--- config.mk ---
export PLATFORM = sky130hd
export DESIGN_NAME = seq_detect_pmod
export DESIGN_NICKNAME = d
export VERILOG_FILES = /design/src/rtl/seq_detect_pmod.sv
export SDC_FILE = /design/constraint.sdc
export NUM_CORES = 1
export LEC_CHECK = 0
export CAP_MARGIN = 20
export CORE_MARGIN = 1
export CORE_UTILIZATION = 40
export CTS_CLUSTER_DIAMETER = 50
export CTS_CLUSTER_SIZE = 14
export DETAILED_ROUTE_END_ITERATION = 12
export SLEW_MARGIN = 15
export SYNTH_ARGS = -nofsm -noshare
export SYNTH_HDL_FRONTEND = slang
export SYNTH_SLANG_ARGS = --single-unit
--- constraint.sdc ---
create_clock -name clk_i -period 2.3 [get_ports clk_i]
set_input_delay 0.23 -clock clk_i [delete_from_list [all_inputs] [get_ports clk_i]]
set_output_delay 0.23 -clock clk_i [all_outputs]
set_load 0.05 [all_outputs]
--- src/rtl/seq_detect_pmod.sv ---
// seq_detect_pmod: debounced button-sequence detector with chord rejection, idle timeout and sticky unlock flag
module seq_detect_pmod #(
  parameter int num_symbols_p = 7,
  parameter int seq_len_p = 11,
  parameter logic [seq_len_p*$clog2(num_symbols_p)-1:0] seq_p =
    {3'd6, 3'd5, 3'd4, 3'd3, 3'd2, 3'd3, 3'd2, 3'd1, 3'd1, 3'd0, 3'd0},
  parameter int debounce_cycles_p = 120000,
  parameter int timeout_cycles_p = 24000000
) (
  input  logic                               clk_i,
  input  logic                               reset_n_i,
  input  logic [num_symbols_p-1:0]           symbol_raw_i,
  input  logic                               clear_i,
  output logic                               symbol_valid_o,
  output logic [$clog2(num_symbols_p)-1:0]   symbol_o,
  output logic                               chord_o,
  output logic [$clog2(seq_len_p+1)-1:0]     progress_o,
  output logic                               match_o,
  output logic                               unlocked_o
);
  localparam int sym_w = $clog2(num_symbols_p);
  localparam int prog_w = $clog2(seq_len_p + 1);
  localparam int dw = $clog2(debounce_cycles_p + 1);
  localparam int tw = timeout_cycles_p > 1 ? $clog2(timeout_cycles_p + 1) : 1;
  localparam logic [dw-1:0] dlim = dw'(debounce_cycles_p - 1);
  localparam logic [tw-1:0] tlim = tw'(timeout_cycles_p - 1);
  localparam logic [prog_w-1:0] plen = prog_w'(seq_len_p);

  typedef enum logic [1:0] {IDLE, TRACK, MATCH} state_t;

  logic [num_symbols_p-1:0] s1, s2, deb, deb_n, falls;
  logic [dw-1:0] cnt [num_symbols_p];
  logic [dw-1:0] cnt_n [num_symbols_p];
  logic chord_q, chord_n, multi, ev_chord_n;
  logic ev_valid, ev_chord;
  logic [sym_w-1:0] ev_sym, sym_n;
  state_t state, state_n;
  logic [prog_w-1:0] prog, prog_n, base;
  logic [tw-1:0] tcnt, tcnt_n;
  logic unlocked, hit, first, to;
  logic [sym_w-1:0] seq_a [2**prog_w];

  // Unpack the target sequence; entries past the end are never indexed but keep the table full-width
  for (genvar i = 0; i < 2**prog_w; i++) begin : g_seq
    if (i < seq_len_p) begin : g_v
      assign seq_a[i] = seq_p[i*sym_w +: sym_w];
    end else begin : g_z
      assign seq_a[i] = '0;
    end
  end

  // Debounce: count mismatch cycles, flip the level when the count reaches the limit
  always_comb begin
    deb_n = deb;
    for (int i = 0; i < num_symbols_p; i++) begin
      cnt_n[i] = (s2[i] == deb[i] || cnt[i] == dlim) ? '0 : cnt[i] + 1'b1;
      deb_n[i] = (s2[i] != deb[i] && cnt[i] == dlim) ? ~deb[i] : deb[i];
    end
  end

  // Event decode: releases produce events, lowest falling channel wins, overlaps mark a chord
  always_comb begin
    falls = deb & ~deb_n;
    sym_n = '0;
    for (int i = num_symbols_p - 1; i >= 0; i--) sym_n = falls[i] ? sym_w'(i) : sym_n;
    multi = |(deb & (deb - 1'b1));
    chord_n = |falls ? 1'b0 : (chord_q | multi);
    ev_chord_n = |falls & (chord_q | multi | |(falls & (falls - 1'b1)) | |deb_n);
  end

  // Synchronisers, debounced levels, chord flag and the registered symbol event
  always_ff @(posedge clk_i or negedge reset_n_i) begin
    if (!reset_n_i) begin
      s1 <= '0;
      s2 <= '0;
      deb <= '0;
      for (int i = 0; i < num_symbols_p; i++) cnt[i] <= '0;
      chord_q <= 1'b0;
      ev_valid <= 1'b0;
      ev_sym <= '0;
      ev_chord <= 1'b0;
    end else begin
      s1 <= symbol_raw_i;
      s2 <= s1;
      deb <= deb_n;
      for (int i = 0; i < num_symbols_p; i++) cnt[i] <= cnt_n[i];
      chord_q <= chord_n;
      ev_valid <= |falls;
      ev_sym <= sym_n;
      ev_chord <= ev_chord_n;
    end
  end

  // Matcher next state: events beat the timeout, MATCH restarts from an empty prefix
  always_comb begin
    base = (state == MATCH) ? '0 : prog;
    hit = ev_valid & ~ev_chord & (ev_sym == seq_a[base]);
    first = ev_valid & ~ev_chord & (ev_sym == seq_a[0]);
    to = (timeout_cycles_p != 0) && (state == TRACK) && (tcnt == tlim);
    prog_n = ev_valid ? (hit ? base + 1'b1 : prog_w'(first)) : ((state == MATCH || to) ? '0 : prog);
    tcnt_n = (ev_valid || state != TRACK || to || timeout_cycles_p == 0) ? '0 : tcnt + 1'b1;
    state_n = (prog_n == plen) ? MATCH : ((prog_n == '0) ? IDLE : TRACK);
  end

  // Matcher state register and sticky unlock flag (clear beats a simultaneous set)
  always_ff @(posedge clk_i or negedge reset_n_i) begin
    if (!reset_n_i) begin
      state <= IDLE;
      prog <= '0;
      tcnt <= '0;
      unlocked <= 1'b0;
    end else begin
      state <= state_n;
      prog <= prog_n;
      tcnt <= tcnt_n;
      unlocked <= clear_i ? 1'b0 : (unlocked | (state == MATCH));
    end
  end

  assign symbol_valid_o = ev_valid;
  assign symbol_o = ev_sym;
  assign chord_o = ev_chord;
  assign progress_o = prog;
  assign match_o = (state == MATCH);
  assign unlocked_o = unlocked;
endmodule
==> impl_metrics.env, run 1 <==
export IMPL_antenna_found_initial=0
export IMPL_grt_use_met1_pct=21.6
export IMPL_synth_ff_type="dfrtp_1"
export IMPL_worst_pin_slew_ns=0.544
export IMPL_place_area_sq_um=9560
export IMPL_synth_fa_ha_area_share_pct=1.74
export IMPL_fillers=1935
export IMPL_crit_path_start_kind="flip-flop"
export IMPL_wirelength_um=16300
export IMPL_ys_top_cells_by_area="dfrtp_1 52%, xor2_1 7.0%, nor2_1 6.7%, xnor2_1 5.3%, nand2_1 3.3%"
export IMPL_mappedNetlistNets=881
export IMPL_diodes=0
export IMPL_area_growth_pct=20.6
export IMPL_met3_usage_pct=3.55
export IMPL_synth_simple_gate_area_share_pct=27.0
export IMPL_max_slew_margin_rel_pct=63.5
export IMPL_final_cells=1235
export IMPL_fmax_mhz=420
export IMPL_die_h_um=149
export IMPL_hpwl_um=11000
export IMPL_yosys_area_top_type="dfrtp_1"
export IMPL_synth_edf_count=0
export IMPL_period_share_pct=103
export IMPL_yosysSeqAreaShare_pct=51.6
export IMPL_crit_required_ns=2.60
export IMPL_coreArea_sq_um=21100
export IMPL_cts_buffer_depth=2
export IMPL_synth_top_area_share_pct=51.6
export IMPL_ys_types=62
export IMPL_cts_sinks=178
export IMPL_critical_path_class="reg -> reg"
export IMPL_slowest_delay_ns=0.41
export IMPL_cts_tree="done"
export IMPL_synth_compound_area_share_pct=4.64
export IMPL_grt_busiest_layer="met2"
export IMPL_groute_usage_overall_pct=16.0
export IMPL_worstPathArrival_ns=2.68
export IMPL_placed_cells=1193
export IMPL_drc_errors=0
export IMPL_critPathTopFamily="compound AO/OA/AOI/OAI gates"
export IMPL_maxCapViolCount=0
export IMPL_vias=6208
export IMPL_pin_count=21
export IMPL_synth_xor_area_share_pct=12.3
export IMPL_htreeDepth=4
export IMPL_ys_warn_count=0
export IMPL_postSynthAreaPerCell_sq_um=10.0
export IMPL_row_count=53
export IMPL_clk_pin_slew_ns=0.07
export IMPL_first_pass_iters=6
export IMPL_drive_gt1_share_pct=14.7
export IMPL_root_buffer="clkbuf_16"
export IMPL_drt_iter0_drc=282
export IMPL_cp_max_fo=4
export IMPL_cts_buffers=17
export IMPL_critPathCaptureType="flip-flop"
export IMPL_async_reset_ff_share_pct=100
export IMPL_via_per_inst=5.03
export IMPL_finalCriticalPeriod_ns=2.38
export IMPL_synth_top_family_by_area="simple AND/OR/NAND/NOR gates"
export IMPL_grt_pass1_vias=6061
export IMPL_status="complete, but fails checks"
export IMPL_netlist_area_sq_um=8630
export IMPL_violations="setup timing"
export IMPL_portBuffers=20
export IMPL_floorplan_initialDensity_pct=40.9
export IMPL_finalInstanceArea_sq_um=10400
export IMPL_path_buf_inv=2
export IMPL_met2_usage_pct=25.7
export IMPL_gp_congestion=0.810
export IMPL_ant_nets=0
export IMPL_dieArea_sq_um=22200
export IMPL_slowest_stage="dfrtp_1"
export IMPL_die_w_um=149
export IMPL_ys_seq_elements=178
export IMPL_rsz0062_at_grt="yes"
export IMPL_grt_overflow=0
export IMPL_clock_latency_ns=0.42
export IMPL_layout_nets=969
export IMPL_hp_class="in -> reg"
export IMPL_hold_viol=0
export IMPL_cp_cell_sequence="nand2b_4 > nand2_4 > inv_4 > ha_4 > mux2i_4 > a221o_1 > o311ai_4 > buf_4 > o211ai_1 > a211oi_2 > mux2i_1"
export IMPL_finalClockSkew_ns=0.00825
export IMPL_grt_pass1_wl_um=28600
export IMPL_ir_worst_vdd_uv=307
export IMPL_netlist_instances=859
export IMPL_synthMuxAreaShare_pct=0.928
export IMPL_finalSetupViolCount=3
export IMPL_grt_max_degree=62
export IMPL_fin_ws_ns=-0.0803
export IMPL_p_per_area_nw_per_um2=616
export IMPL_drv_slew=0
export IMPL_routedWlPerCell_um=13.2
export IMPL_leakage_nw=4.49
==> timing repair <==
item / in CTS / in global routing
pin swaps: 12 / 3
resized for setup: 35 / 2
hold endpoints to repair: 57 / 0
setup endpoints to repair: 3 / 5
hold buffers: 1 / 0
setup buffers: 7 / 2
==> layer usage <==
| layer | vias to the layer above | part of all wire, % |
|---|---|---|
| met5 | - | 0 |
| met4 | 0 | 1.1 |
| met3 | 15 | 2.7 |
| met2 | 78 | 46 |
| met1 | 2977 | 50 |
| li1 | 3138 | - |
==> stage by stage <==
stage	setup TNS, ns	power [mW]	hold slack, ns	util, %	setup slack [ns]
2_1_floorplan	-0.215	3.34	-0.0656	-	-0.124
3_3_place_gp	-0.219	3.47	0.252	45.3	-0.149
4_1_cts	-0.175	6.51	0.217	49.2	-0.0840
6_report	-0.220	6.40	0.238	49.3	-0.0803
3_5_place_dp	-0.371	3.48	0.261	45.3	-0.183
5_1_grt	-0.562	6.66	0.213	49.3	-0.202
==> kinds of logic after synthesis <==
family                     after synthesis
and+or+nand+nor                        451
AOI/OAI and AO/OA                       54
DFF                                    178
buffers and inverters                   36
adders and majority gates               12
xor gates and xnor gates               121
muxes                                    7
==> cell usage in the layout, fill, tap and decap left out, types with 3 or more instances in the layout <==
| cell | netlist | final |
|---|---|---|
| mux2_2 | 4 | 3 |
| inv_4 | 1 | 3 |
| o21ai_0 | 14 | 13 |
| or3_1 | 16 | 15 |
| inv_6 | 0 | 6 |
| xor2_1 | 69 | 69 |
| or4b_1 | 4 | 3 |
| xnor2_1 | 52 | 52 |
| clkbuf_16 | 0 | 17 |
| nand2_1 | 76 | 72 |
| nand4_1 | 29 | 29 |
| a21oi_1 | 15 | 15 |
| clkdlybuf4s50_1 | 0 | 18 |
| clkinvlp_4 | 0 | 3 |
| bufinv_16 | 0 | 3 |
| buf_4 | 0 | 58 |
| ha_4 | 0 | 5 |
| and4_1 | 12 | 12 |
| nor3_1 | 14 | 14 |
| nor2_1 | 153 | 152 |
| nand3b_1 | 4 | 4 |
| inv_1 | 21 | 17 |
| nand2b_1 | 8 | 8 |
| nor2b_1 | 10 | 10 |
| buf_12 | 0 | 3 |
| and3_1 | 31 | 31 |
| nor4b_1 | 6 | 6 |
| nand3_1 | 53 | 52 |
| or4bb_1 | 3 | 3 |
| nor4_1 | 10 | 10 |
| dfrtp_1 | 178 | 176 |
| ha_1 | 12 | 7 |
==> synthesized netlist by cell type (all sizes together), types with 9 or more instances <==
| cell type | n |
|---|---|
| nor4 | 14 |
| a21oi | 15 |
| nand3 | 53 |
| nand2b | 9 |
| and4 | 12 |
| nor2 | 153 |
| nor2b | 10 |
| nand4 | 29 |
| ha | 12 |
| nor3 | 15 |
| xor2 | 69 |
| inv | 22 |
| nand2 | 76 |
| and3 | 31 |
| xnor2 | 52 |
| o21ai | 14 |
| or3 | 16 |
| dfrtp | 178 |
==> layout make-up <==
class | instances | area, sq um | area share (%)
Clock inverter | 14 | 175 | 1.68
Sequential cell | 178 | 4460 | 42.8
Inverter | 22 | 90.1 | 0.866
Tap cell | 275 | 344 | 3.31
Timing Repair Buffer | 83 | 719 | 6.92
Multi-Input combinational cell | 645 | 4190 | 40.3
Clock buffer | 18 | 429 | 4.13
==> path summary, 6_finish.rpt <==
check                      slack [ns]        to  cells after the start            start
hold reg to reg                  0.36     s2[2]                      0            s1[2]
setup reg to reg                -0.08  state[0]                     11         state[1]
setup / recovery                -0.08  state[0]                     11         state[1]
min in group asynchronous        0.33   tcnt[7]                      2        reset_n_i
max in group asynchronous        1.28   cnt[93]                      3        reset_n_i
hold / removal                   0.24     s1[5]                      1  symbol_raw_i[5]
==> power by group <==
group,leakage [nW],internal (mW),switching [mW],total [mW]
Clock,0.289,1.73,1.27,2.99
Sequential,2.43,3.17,0.0358,3.21
Combinational,1.76,0.0750,0.128,0.203
Total,4.49,4.97,1.43,6.40
==> registers in the layout (all words and copies together) (netlist names) <==
name and cells:
s2 7, chord_o 1, s1 7, state 2, unlocked_o 1, cnt 119
progress_o 4, chord_q 1, symbol_o 3, tcnt 25, deb 7, symbol_valid_o 1
Note: power is estimated with default switching activity, not from simulation.
==> run 2, diff against run 1 <==
ABC_AREA = 1   (was unset)
GPL_TIMING_DRIVEN = 0   (was unset)
RECOVER_POWER = 50   (was unset)
==> impl_metrics.env, run 2 <==
export IMPL_reg_largest_list="cnt (119), tcnt (25)"
export IMPL_grt_overflow=0
export IMPL_cp_cell_sequence="nand2_4 > clkinvlp_4 > nor2_4 > ha_2 > inv_1 > ha_1 > nand4_1 > nand3_2 > nor2_4 > nand4_1 > nand2_2 > nand3_2 > nor2_4 > nor2_2"
export IMPL_place_area_sq_um=9880
export IMPL_yosys_area_top_type="dfrtp_1"
export IMPL_netlist_area_sq_um=9270
export IMPL_die_w_um=154
export IMPL_max_slew_margin_rel_pct=8.84
export IMPL_floorplan_initialDensity_pct=40.8
export IMPL_first_pass_iters=5
export IMPL_via_per_inst=4.94
export IMPL_ant_nets=0
export IMPL_groute_usage_overall_pct=16.5
export IMPL_finalClockSkew_ns=0.0105
export IMPL_area_growth_pct=13.8
export IMPL_drive_gt1_share_pct=13.2
export IMPL_cts_sinks=178
export IMPL_gp_congestion=0.851
export IMPL_drv_slew=0
export IMPL_wirelength_um=18200
export IMPL_worstPathArrival_ns=2.52
export IMPL_top_layer="met4"
export IMPL_layout_nets=1170
export IMPL_hp_class="in -> reg"
export IMPL_cts_tree="done"
export IMPL_postSynthAreaPerCell_sq_um=8.41
export IMPL_synth_ff_type="dfrtp_1"
export IMPL_ys_top_cells_by_area="dfrtp_1 48%, nand2_1 6.8%, nor2_1 6.5%, inv_1 6.4%, nand3_1 3.5%"
export IMPL_power_mw=6.33
export IMPL_slowest_stage="dfrtp_1"
export IMPL_fin_ws_ns=0.0956
export IMPL_grt_pass1_wl_um=31900
export IMPL_mappedNetlistNets=1124
export IMPL_synth_top_area_share_pct=48.0
export IMPL_critPathLaunch="state[1]"
export IMPL_crit_path_start_kind="flip-flop"
export IMPL_wl_met1_um=9220
export IMPL_dp_slack_ns=-0.120
export IMPL_finalCriticalPeriod_ns=2.20
export IMPL_finalSetupViolCount=0
export IMPL_hpwl_um=13200
export IMPL_die_h_um=154
export IMPL_async_reset_ff_share_pct=100
export IMPL_fin_util_pct=46.5
export IMPL_critPathCaptureType="flip-flop"
export IMPL_largest_register_ffs=119
export IMPL_wl_met3_um=508
export IMPL_r2r_start="state[1]"
export IMPL_vias=7147
export IMPL_netlist_instances=1102
export IMPL_hold_viol=0
export IMPL_maxCapViolCount=0
export IMPL_cts_buffers=17
export IMPL_mostFrequentLayoutCell="dfrtp_1"
export IMPL_grt_max_degree=98
export IMPL_ys_types=41
export IMPL_htreeDepth=4
export IMPL_p_per_area_nw_per_um2=599
export IMPL_mostFrequentLayoutCells="178 x dfrtp_1, 167 x nand2_1, 159 x nor2_1"
export IMPL_row_count=55
export IMPL_grt_pass1_vias=6826
export IMPL_root_buffer="clkbuf_16"
export IMPL_r2r_end="state[0]"
export IMPL_fmax_mhz=454
export IMPL_clk_pin_slew_ns=0.07
export IMPL_ir_worst_vdd_uv=460
export IMPL_synth_commonest_cells="178 x dfrtp_1, 169 x nand2_1, 161 x nor2_1, 158 x inv_1, 65 x nand3_1"
export IMPL_slowest_delay_ns=0.41
export IMPL_final_setup_tns_ns=0
export IMPL_yosysMostFrequentCell="dfrtp_1"
export IMPL_yosysSeqAreaShare_pct=48.0
export IMPL_reg2regPathDepth=14
export IMPL_drc_errors=0
export IMPL_crit_required_ns=2.62
export IMPL_status="completed"
export IMPL_period_share_pct=95.8
export IMPL_clock_latency_ns=0.42
export IMPL_drt_iter0_drc=365
export IMPL_portBuffers=20
export IMPL_pin_count=21
export IMPL_routedWlPerCell_um=12.6
export IMPL_critical_path_class="reg -> reg"
export IMPL_dr_wl_met2_um=8350
export IMPL_diodes=0
export IMPL_dieArea_sq_um=23800
export IMPL_top_register="cnt"
export IMPL_cts_buffer_depth=2
export IMPL_cp_common_cell="nor2_4"
export IMPL_antenna_found_initial=0
export IMPL_ys_seq_elements=178
export IMPL_synth_edf_count=0
export IMPL_worst_pin_slew_ns=1.37
export IMPL_leakage_nw=4.66
export IMPL_cp_max_fo=6
export IMPL_rsz0062_at_grt="yes"
export IMPL_ys_warn_count=0
export IMPL_finalInstanceArea_sq_um=10600
export IMPL_endpoint="state[0]"
export IMPL_coreArea_sq_um=22700
export IMPL_reg2reg_slack_ns=0.1
-- run 2: cell types whose count changed after synthesis, moves of 23 or more --
cell,delta
xnor2_1,-43
xor2_1,-45
nor3_1,+34
and3_1,-26
nor3b_1,+23
inv_1,+137
nand2_1,+93
-- run 2: worst min-delay path by stage --
stage                          from         end  slack, ns  cells past startpoint
floorplan                 reset_n_i     chord_o      -0.07                      0
detailed placement        reset_n_i     cnt[87]       0.34                      1
global placement              s1[0]       s2[0]       0.33                      0
CTS                 symbol_raw_i[6]       s1[6]       0.22                      1
finish                      clear_i  unlocked_o       0.33                      2
global route                clear_i  unlocked_o       0.31                      2
-- run 2: worst max-delay path: cells and delay by family (launching register included) --
family,cells,cell delay [ns]
DFF,1,0.41
adders and majority gates,2,0.37
buffers and inverters,2,0.18
and+or+nand+nor,10,1.15
-- run 2: logic make-up after synthesis --
family	after synthesis	synth area share, %
adder cells (fa/ha/maj)	12	1.62
AO/OA/AOI/OAI	90	5.79
flip-flops	178	48.0
AND/OR/NAND/NOR	616	34.3
buffers and inverters	173	7.10
XOR/XNOR	33	3.12
-- run 2: metal layers --
| layer | global-route usage (%) | vias to the layer above |
|---|---|---|
| met2 | 26.5 | 74 |
| met3 | 3.45 | 13 |
| met4 | 4.24 | 0 |
| met1 | 22.7 | 3355 |
| li1 | - | 3705 |
| met5 | 0 | - |
-- run 2: final cells by class --
class	count	area, sq um
plain buffers	7	35.0
fillers	2189	12200
well taps	285	357
clock inverters	11	125
flip-flops and latches	178	4450
clock buffers	21	470
repair buffers	27	273
multi-input cells	751	4210
inverters	166	627
-- run 2: repair_timing --
| item | CTS | global route |
|---|---|---|
| pin swaps | 2 | 9 |
| hold buffers | 1 | 0 |
| hold endpoints to repair | 96 | 0 |
| endpoints found under the setup margin | 2 | 2 |
| resized for setup | 2 | 10 |
| buffers inserted | 1 | 4 |
-- run 2: power breakdown --
part           internal [mW]  leakage (nW)  total, mW  switching [mW]
combinational         0.0505          1.92      0.180           0.130
clock                   1.70         0.296       2.95            1.25
sequential              3.17          2.44       3.20          0.0268
-- run 2: metrics by stage --
stage	cells	hold WS [ns]
global placement	1407	0.334
finish	1446	0.331
floorplan	1102	-0.0656
detailed placement	1408	0.336
global route	1446	0.314
CTS	1442	0.222
==> run 3, diff against run 2 <==
SKIP_LAST_GASP = 1   (was unset)
==> results of run 3 <==
Final layout, timing and power as in run 2 (identical DEF).
